==> config.mk <==
export PLATFORM = sky130hd
export DESIGN_NAME = stride_walker
export DESIGN_NICKNAME = d
export VERILOG_FILES = /design/src/rtl/stride_walker.sv
export SDC_FILE = /design/constraint.sdc
export NUM_CORES = 1
export LEC_CHECK = 0
export BUFFER_PORTS_ARGS = -buffer_cell sky130_fd_sc_hd__buf_2
export CAP_MARGIN = 10
export CORE_MARGIN = 2
export CORE_UTILIZATION = 25
export CTS_BUF_LIST = sky130_fd_sc_hd__clkbuf_16
export DETAILED_ROUTE_END_ITERATION = 7
export PLACE_DENSITY = 0.43
export SLEW_MARGIN = 25
export SYNTH_ARGS = -nofsm -noshare
export SYNTH_HDL_FRONTEND = slang
export SYNTH_SLANG_ARGS = --single-unit
==> constraint.sdc <==
create_clock -name clk -period 4 [get_ports clk]
set_clock_uncertainty 0.05 [all_clocks]
set_input_delay 1.2 -clock clk [delete_from_list [all_inputs] [get_ports clk]]
set_output_delay 1.2 -clock clk [all_outputs]
set_load 0.02 [all_outputs]
==> src/rtl/stride_walker.sv <==
// Strided address generator: accumulates per-loop-level strides from a small table onto a base address.
// Optional bound checking is built when STRIDE_WALKER_BOUND_CHECK_EN is defined.
module stride_walker #(
  parameter int ADDR_W   = 32,
  parameter int STRIDE_W = 16,
  parameter int IDX_W    = 4
) (
  input  logic                clk,
  input  logic                reset,
  input  logic                cfg_wr_v,
  input  logic [STRIDE_W-1:0] cfg_wr_stride,
  input  logic [ADDR_W-1:0]   base_addr,
  input  logic [ADDR_W-1:0]   addr_limit,
  input  logic                start,
  input  logic [IDX_W-1:0]    loop_index,
  input  logic                loop_index_valid,
  input  logic                loop_done,
  output logic [ADDR_W-1:0]   addr_out,
  output logic                addr_valid,
  output logic                walk_done,
  output logic                busy,
  output logic                cfg_err,
  output logic                oob_err
);

  // Handshake: every input strobe is sampled on a single rising edge with no
  // backpressure; addr_valid marks exactly one cycle per generated address.

  localparam int DEPTH = 1 << IDX_W;

  typedef enum logic [1:0] {IDLE, RUN, DRAIN} state_t;

  state_t              state, state_nxt;
  logic                drain_last, drain_last_nxt;
  logic [STRIDE_W-1:0] stride_tbl [DEPTH];
  logic [IDX_W-1:0]    wr_ptr;
  logic [ADDR_W-1:0]   cur_addr;
  logic [ADDR_W-1:0]   next_addr;
  logic [STRIDE_W-1:0] rd_stride;
  logic                rd_v;
  logic                tbl_we;

  assign tbl_we    = cfg_wr_v && (state == IDLE);
  assign busy      = (state != IDLE);
  assign next_addr = cur_addr + ADDR_W'($signed(rd_stride));

  always_comb begin
    state_nxt      = state;
    drain_last_nxt = drain_last;
    walk_done      = 1'b0;
    case (state)
      IDLE: if (start) state_nxt = RUN;
      RUN: begin
        if (loop_done) begin
          state_nxt      = DRAIN;
          drain_last_nxt = 1'b0;
        end
      end
      DRAIN: begin
        // Two drain cycles give the last accepted index time to reach addr_out.
        if (drain_last) begin
          state_nxt = IDLE;
          walk_done = 1'b1;
        end else begin
          drain_last_nxt = 1'b1;
        end
      end
      default: state_nxt = IDLE;
    endcase
  end

  always_ff @(posedge clk or posedge reset) begin
    if (reset) begin
      state      <= IDLE;
      drain_last <= 1'b0;
    end else begin
      state      <= state_nxt;
      drain_last <= drain_last_nxt;
    end
  end

  always_ff @(posedge clk or posedge reset) begin
    if (reset) begin
      wr_ptr <= '0;
    end else if (walk_done) begin
      wr_ptr <= '0;
    end else if (tbl_we) begin
      wr_ptr <= wr_ptr + 1'b1;
    end
  end

  // Table storage and read register are deliberately left out of reset.
  always_ff @(posedge clk) begin
    if (tbl_we) stride_tbl[wr_ptr] <= cfg_wr_stride;
    rd_stride <= stride_tbl[loop_index];
  end

  always_ff @(posedge clk or posedge reset) begin
    if (reset) begin
      rd_v       <= 1'b0;
      cur_addr   <= '0;
      addr_out   <= '0;
      addr_valid <= 1'b0;
      cfg_err    <= 1'b0;
    end else begin
      rd_v       <= (state == RUN) && loop_index_valid;
      addr_valid <= 1'b0;
      if ((state == IDLE) && start) begin
        cur_addr   <= base_addr;
        addr_out   <= base_addr;
        addr_valid <= 1'b1;
      end else if (rd_v) begin
        cur_addr   <= next_addr;
        addr_out   <= next_addr;
        addr_valid <= 1'b1;
      end
      if (cfg_wr_v && (state != IDLE)) cfg_err <= 1'b1;
    end
  end

`ifdef STRIDE_WALKER_BOUND_CHECK_EN
  logic oob_hit;
  logic oob_q;

  // Flag the offending address in the same cycle it is emitted, then hold.
  assign oob_hit = addr_valid && (addr_out >= addr_limit);
  assign oob_err = oob_q | oob_hit;

  always_ff @(posedge clk or posedge reset) begin
    if (reset) oob_q <= 1'b0;
    else if (oob_hit) oob_q <= 1'b1;
  end
`else
  logic unused_addr_limit;
  assign unused_addr_limit = ^addr_limit;
  assign oob_err = 1'b0;
`endif

endmodule

==> impl_metrics.toml, run 1 <==
[sta]
fin_crit_ns = 3.31
finalSetupTns_ns = 0
hold_ws_ns = 0.433
setup_viol = 0
rsz0062_at_grt = "no"
finalMaxSlewViolations = 0
fmax_ghz = 0.302
hold_viol = 0
tightest_slew_ns = 0.958
slew_headroom_pct = 36.1
period_share_pct = 82.7

[grt]
globalRouteTotalUtil_pct = 12.5
grt_pass1_wl_microns = 52100
gr-total-overflow = 0
antenna_found_initial = 4
grt_pass1_vias = 7941
grt_max_degree = 65

[cts]
cts_num_sinks = 314
cts_made_buffers = 37
cts_hold_buf = 0
cts_tree = "yes"
cts-root-buf = "clkbuf_16"
clk_pin_slew_worst_paths_ns = 0.05
clock_path_buffers = 3
post_cts_buffers = 0
cts_resized = 0
htree_num_levels = 2
clk-insertion-delay-late_ns = 0.55

[finish]
area_growth_pct = 19.0
most-common-layout-cells = "edfxtp_1 (256), buf_2 (92), mux4_2 (80)"
final_common_cell = "edfxtp_1"
drive_above_1_share_pct = 27.6
nets = 1062

[critical_path]
worstSetupPathType = "reg2reg"
path_max_fanout = 6
cp.required_ns = 4.42
start_kind = "flip-flop"
cp_data_arrival_time_ns = 3.72
endpoint_kind = "flip-flop"

[power_and_ir_drop]
vdd_ir_drop_max_uv = 251
p_leak_nw = 5.75
p_per_area_nw_per_um2 = 650

[logic_synthesis]
synth_seq_cells = 314
synth_largest_area_cell = "edfxtp_1"
ys_top_cells_by_area = "edfxtp_1 (56%), mux4_2 (13%), dfrtp_1 (7.7%), ha_1 (3.2%), dfxtp_1 (2.3%)"
seq_area_frac_synth_pct = 66.3
synth_edf_count = 256
yosys_warnings = 0
syn_avg_cell_area_sq_um = 16.6
syn_nets = 947
async_flop_share_pct = 13.4
syn_area_sq_um = 13700
synth_cell_types = 61
synth_ff_type = "edfxtp_1"
synthCells = 821
synth_top_area_share_pct = 56.2

[floorplanning]
io_pins = 127
dieArea_sq_um = 56600
dieWidth_microns = 238
core.rowCount = 85
core_sq_um = 53900
initial_core_util_pct = 25.3
die_h_microns = 238

[min_path]
hp-class = "reg2reg"

[routing]
antenna_left = 0
first_iter_violations = 619
firstDrtPassIters = 5
vias_per_cell = 4.57
drt-total-wl_microns = 34900
drcViolationCount = 0
wl_per_cell_microns = 21.0
via_count = 7584

[placement]
port_buffers = 93
place.detailed.hpwl_microns = 21600
gp_congestion = 0.778

[job]
maxCapViolations = 0

[run_status]
outcome = "finished clean"
[per-stage QoR]
stage	std cells	total power (W)	area [sq um]	utilization, %	worst slack [ns]
floorplan	821	0.00644	13700	-	0.956
global placement	1593	0.00741	15100	28.0	0.665
detailed placement	1593	0.00740	15100	28.0	0.637
CTS	1660	0.0107	16300	30.2	0.619
global route	1660	0.0112	16300	30.2	0.480
finish	1661	0.0106	16300	30.2	0.693
[synthesized netlist by cell type, drive strengths merged, types with 3 or more instances]
cell type and instances:
o21a 4, or3 6, nand3b 3, nor2 27, dfxtp 16, a31o 3, clkbuf 21, and2 20
a211o 3, nor3b 5, a21oi 37, o21bai 4, nor2b 6, a211oi 6, nor3 5, nand4 13
ha 35, edfxtp 256, mux2i 21, nand2 43, buf 20, and3 3, o21ai 40, xnor2 13
dfrtp 42, inv 8, a31oi 7, mux4 80, nand2b 3, xor2 10, a21o 28, nand3 9
[registers in the layout, indices dropped and copies added, names as in the netlist]
| name | cells |
|---|---|
| stride_tbl | 256 |
| rd_v | 1 |
| cur_addr | 32 |
| cfg_err | 1 |
| state | 2 |
| addr_valid | 1 |
| rd_stride | 16 |
| drain_last | 1 |
| wr_ptr | 4 |
[logic make-up (layout without fill, tap and decap cells)]
kind of cell | count (synthesis) | count (layout) | synth area share, %
fa+ha+maj | 36 | 36 | 3.35
other cells | 1 | 2 | 0.0274
mux | 101 | 101 | 14.7
simple gates | 148 | 148 | 5.58
flops | 314 | 314 | 66.3
buf+inv | 49 | 192 | 1.51
xor+xnor | 23 | 23 | 1.47
compound gates | 149 | 149 | 7.07
[final timing paths]
check | start | endpoint | slack [ns] | cells after the start
max | cur_addr[0] | cur_addr[28] | 0.69 | 10
min | cfg_err | cfg_err | 0.43 | 1
max reg2reg | cur_addr[0] | cur_addr[28] | 0.69 | 10
min reg2reg | cfg_err | cfg_err | 0.43 | 1
max in group asynchronous | reset | cur_addr[8] | 2.81 | 2
min in group asynchronous | reset | addr_valid | 0.68 | 2
[worst max-delay path, stage by stage, from the launching register on]
cell and delay, ns:
dfrtp_1 0.39, ha_1 0.23, fa_1 0.44, a211oi_1 0.42, nor3_1 0.13, a211oi_2 0.42, o21ai_2 0.21, a41oi_1 0.38
o21ai_1 0.20, a41o_1 0.26, a21oi_1 0.11
[routing by layer]
| layer | track usage (%) | up-vias | part of all wire (%) |
|---|---|---|---|
| met3 | 2.71 | 47 | 5.1 |
| li1 | - | 3520 | - |
| met5 | 0 | - | 0.080 |
| met2 | 20.7 | 167 | 48 |
| met4 | 3.53 | 4 | 1.8 |
| met1 | 16.5 | 3846 | 45 |
[cell type report]
class,instances,area [sq um]
fillers,5311,37700
diodes,1,2.50
repair buffers,117,711
clock buffers,38,951
multi-input cells,458,4400
flip-flops and latches,314,9060
inverters,8,32.5
clock inverters,29,231
well taps,696,871
[power breakdown]
part           leakage [nW]  total [W]  switching [W]  internal, W
registers              2.94    0.00419       0.000289      0.00390
clock network         0.612    0.00327        0.00134      0.00193
logic                  2.20    0.00312        0.00185      0.00127
total                  5.75     0.0106        0.00348      0.00710
No activity file was read; power rests on OpenSTA's default activity.
==> run 2, diff against run 1 <==
- PLACE_DENSITY: 0.43 -> 0.45
- clock period: 4 -> 2.9 ns (I/O delays scaled with it)
==> impl_metrics.toml, run 2 (synthesized netlist as in run 1, its figures left out) <==
[finish]
final_common_cell = "edfxtp_1"
nets = 1093
final.fill_count = 5276
final_core_util_pct = 30.9
drive_above_1_share_pct = 30.4
largest_reg_flops = 256
top_register = "stride_tbl"
top_regs = "stride_tbl x256, cur_addr x32, rd_stride x16"
area_growth_pct = 21.9
most-common-layout-cells = "edfxtp_1 (256), buf_2 (92), mux4_2 (80)"

[sta]
setup_viol = 0
tightest_slew_ns = 0.611
period_share_pct = 95.4
fin_crit_ns = 2.77
fmax_ghz = 0.362
finalMaxSlewViolations = 0
rsz0062_at_grt = "yes"
slew_headroom_pct = 59.2
hold_viol = 0

[floorplanning]
io_pins = 127
core.rowCount = 85
dieWidth_microns = 238
die_h_microns = 238
core_sq_um = 53900
initial_core_util_pct = 25.3
dieArea_sq_um = 56600

[placement]
port_buffers = 93
gp_congestion = 0.830
place.detailed.hpwl_microns = 21700

[min_path]
hp-class = "in2async"

[critical_path]
cp.required_ns = 3.31
crit_family = "compound AO/OA/AOI/OAI gates"
path_cells = "ha_1, o21a_1, nor2_1, or3_1, o22ai_1, o2111a_1, o21ai_0, a31o_1, a31oi_1"
path_max_fanout = 5
reg2reg_to = "cur_addr[31]"
r2r_start = "cur_addr[12]"
start_kind = "flip-flop"
worstSetupPathType = "reg2reg"
rr_worst_depth = 9
cp_data_arrival_time_ns = 3.18
slowest_stage = "or3_1"
critPathBufInv = 0
cp.depth = 9
ff2ff_setup_slack_ns = 0.13
endpoint_kind = "flip-flop"
cp_slowest_stage_delay_ns = 0.43

[grt]
globalRouteTotalUtil_pct = 12.4
gr-total-overflow = 0
grt_pass1_vias = 8074
grt_max_degree = 37
grt_pass1_wl_microns = 52000
antenna_found_initial = 7

[cts]
clk_pin_slew_worst_paths_ns = 0.06
cts-root-buf = "clkbuf_16"
cts_made_buffers = 38
cts_hold_buf = 0
cts_tree = "yes"
clk-insertion-delay-late_ns = 0.55
clock_path_buffers = 3
cts_num_sinks = 314
htree_num_levels = 2

[power_and_ir_drop]
p_per_area_nw_per_um2 = 892
vdd_ir_drop_max_uv = 373
p_leak_nw = 5.91
finalPower_w = 0.0149

[routing]
drt-total-wl_microns = 34600
wl_per_cell_microns = 20.5
via_count = 7718
drcViolationCount = 0
firstDrtPassIters = 8
first_iter_violations = 507
vias_per_cell = 4.56
antenna_left = 0

[job]
maxCapViolations = 0

[run_status]
outcome = "finished clean"
## run 2: cell types whose count changed in the layout (fill, tap and decap cells not counted), moves of 2 or more
cell,delta
clkinv_4,+2
buf_12,+12
a41oi_2,+2
clkinv_2,-5
clkinvlp_4,+3
buf_4,+17
a41oi_1,-2
## run 2: stage by stage
step	instance area (sq um)	hold slack (ns)	setup slack [ns]	setup TNS (ns)	instances
2_1_floorplan	13700	0.424	0.0777	0	821
3_3_place_gp	15400	0.387	-0.0971	-0.141	1622
3_5_place_dp	15400	0.394	-0.105	-0.146	1622
4_1_cts	16600	0.206	0.0281	0	1689
5_1_grt	16700	0.243	-0.0332	-0.0530	1690
6_report	16700	0.225	0.134	0	1691
## run 2: worst max-delay path by stage
stage,slack [ns],end,startpoint
5_1_grt,-0.03,cur_addr[24],cur_addr[0]
6_report,0.13,cur_addr[31],cur_addr[12]
2_1_floorplan,0.08,cur_addr[20],cur_addr[0]
4_1_cts,0.03,cur_addr[24],cur_addr[0]
3_5_place_dp,-0.11,cur_addr[28],cur_addr[0]
3_3_place_gp,-0.1,cur_addr[28],cur_addr[0]
## run 2: timing repair
action,CTS,global route
setup endpoints to repair,6,10
pin swaps,1,6
resized for setup,1,8
buffers inserted,0,1
## run 2: report_power, final
group	internal [W]	switching, W	total, W
combinational	0.00200	0.00262	0.00462
clock	0.00258	0.00190	0.00448
sequential	0.00538	0.000383	0.00576
total	0.00996	0.00491	0.0149
## run 2: cell type report
| class | instances | area [sq um] | area share, % |
|---|---|---|---|
| inverters | 8 | 30.0 | 0.180 |
| flip-flops and latches | 314 | 9060 | 54.4 |
| clock inverters | 29 | 220 | 1.32 |
| repair buffers | 147 | 1090 | 6.54 |
| well taps | 696 | 871 | 5.22 |
| clock buffers | 38 | 951 | 5.71 |
| diodes | 1 | 2.50 | 0.0150 |
| multi-input cells | 458 | 4440 | 26.6 |
## run 2: metal layers
metal / vias to the layer above / global-route usage, % / share of wire (%)
li1: 3577 / - / -
met2: 158 / 20.4 / 48
met3: 58 / 2.55 / 4.6
met5: - / 0 / 0.14
met1: 3917 / 16.4 / 45
met4: 8 / 4.08 / 2.3
==> run 3, diff against run 2 <==
- PLACE_DENSITY: 0.45 -> 0.43
- clock period: 2.9 -> 3.2 ns (I/O delays scaled with it)
==> impl_metrics.toml, run 3 (synthesized netlist as in run 1, its figures left out) <==
[cts]
cts_tree = "yes"
clk_pin_slew_worst_paths_ns = 0.05
post_cts_buffers = 0
cts_made_buffers = 37
clock_path_buffers = 3
cts_resized = 0
cts-root-buf = "clkbuf_16"
clk-insertion-delay-late_ns = 0.56
cts_hold_buf = 0
htree_num_levels = 2
cts_num_sinks = 314

[finish]
post-route-cell-area_sq_um = 16300
antennaDiodeCount = 0
drive_above_1_share_pct = 27.5
most-common-layout-cells = "edfxtp_1 (256), buf_2 (92), mux4_2 (80)"
final_common_cell = "edfxtp_1"
largest_reg_flops = 256
area_growth_pct = 19.4
final_core_util_pct = 30.3
top_regs = "stride_tbl x256, cur_addr x32, rd_stride x16"
top_register = "stride_tbl"
nets = 1074

[critical_path]
cp.required_ns = 3.57
endpoint_kind = "flip-flop"
worstSetupPathType = "reg2reg"
ff2ff_setup_slack_ns = 0.24
start_kind = "flip-flop"
rr_worst_depth = 11
cp_data_arrival_time_ns = 3.33
path_max_fanout = 6

[run_status]
outcome = "finished clean"

[power_and_ir_drop]
vdd_ir_drop_max_uv = 314
p_per_area_nw_per_um2 = 803
p_leak_nw = 5.82

[routing]
antenna_left = 0
drcViolationCount = 0
via_count = 7568
first_iter_violations = 537
firstDrtPassIters = 6
drt-total-wl_microns = 35100
vias_per_cell = 4.53
wl_per_cell_microns = 21.0

[sta]
fmax_ghz = 0.338
rsz0062_at_grt = "no"
finalMaxSlewViolations = 0
period_share_pct = 92.5
hold_viol = 0
setup_viol = 0
slew_headroom_pct = 55.9
fin_crit_ns = 2.96
tightest_slew_ns = 0.662
finalSetupTns_ns = 0

[placement]
placed_area_sq_um = 15200
place.detailed.hpwl_microns = 22000
gp_congestion = 0.803
port_buffers = 93

[grt]
globalRouteTotalUtil_pct = 12.5
gr-total-overflow = 0
grt_max_degree = 37
grt_pass1_wl_microns = 52000
grt_pass1_vias = 8050
antenna_found_initial = 4

[floorplanning]
die_h_microns = 238
dieWidth_microns = 238
dieArea_sq_um = 56600
core_sq_um = 53900
io_pins = 127
initial_core_util_pct = 25.3
core.rowCount = 85

[min_path]
holdPathStages = 1
hp-class = "reg2reg"

[job]
maxCapViolations = 0
==> run 3: changes by cell type in the layout (fill, tap and decap cells not counted), sizes merged <==
cell / delta
buf: -18
bufinv: -1
clkinv: -10
clkinvlp: -3
diode: -1
inv: +12
==> run 3: cell type report <==
| type | instances | area (sq um) |
|---|---|---|
| fill | 5343 | 37600 |
| sequential | 314 | 9060 |
| multi-input combinational | 458 | 4420 |
| clock buffer | 38 | 951 |
| tap | 696 | 871 |
| timing repair buffer | 129 | 826 |
| clock inverter | 27 | 163 |
| inverter | 8 | 30.0 |
==> run 3: where the power goes <==
group          switching [W]  internal, W
sequential          0.000352      0.00488
clock                0.00166      0.00223
combinational        0.00234      0.00164
total                0.00435      0.00875
==> run 3: final timing paths <==
kind	from	endpoint
worst min register to register	cfg_err	cfg_err
worst max-delay path	cur_addr[0]	cur_addr[24]
worst min-delay path	cfg_err	cfg_err
min in group asynchronous	reset	addr_valid
worst max register to register	cur_addr[0]	cur_addr[24]
max in group asynchronous	reset	cur_addr[8]
==> run 3: routing by layer <==
layer / GRT usage, % / vias to the layer above / wire length (microns)
met4: 2.52 / 4 / 413
met2: 21.2 / 168 / 17000
met3: 3.03 / 36 / 1990
li1: - / 3537 / -
met1: 16.4 / 3823 / 15700
met5: 0 / - / 24
==> run 3: through the flow <==
step	power (W)	worst slack (ns)	hold slack (ns)	std cells
floorplan	0.00805	0.378	0.424	821
global placement	0.00932	0.140	0.393	1605
detailed placement	0.00932	0.153	0.395	1605
CTS	0.0133	0.124	0.407	1670
global route	0.0139	0.0307	0.420	1670
finish	0.0131	0.241	0.399	1670
==> run 3: worst max-delay path, stage by stage (launching register included) <==
cell	delay, ns
dfrtp_1	0.39
ha_1	0.23
fa_1	0.41
a211oi_1	0.27
buf_4	0.16
nor3_1	0.05
a211oi_2	0.29
o21ai_2	0.19
a221o_1	0.36
a21oi_1	0.18
xor2_1	0.17
o21ai_1	0.07
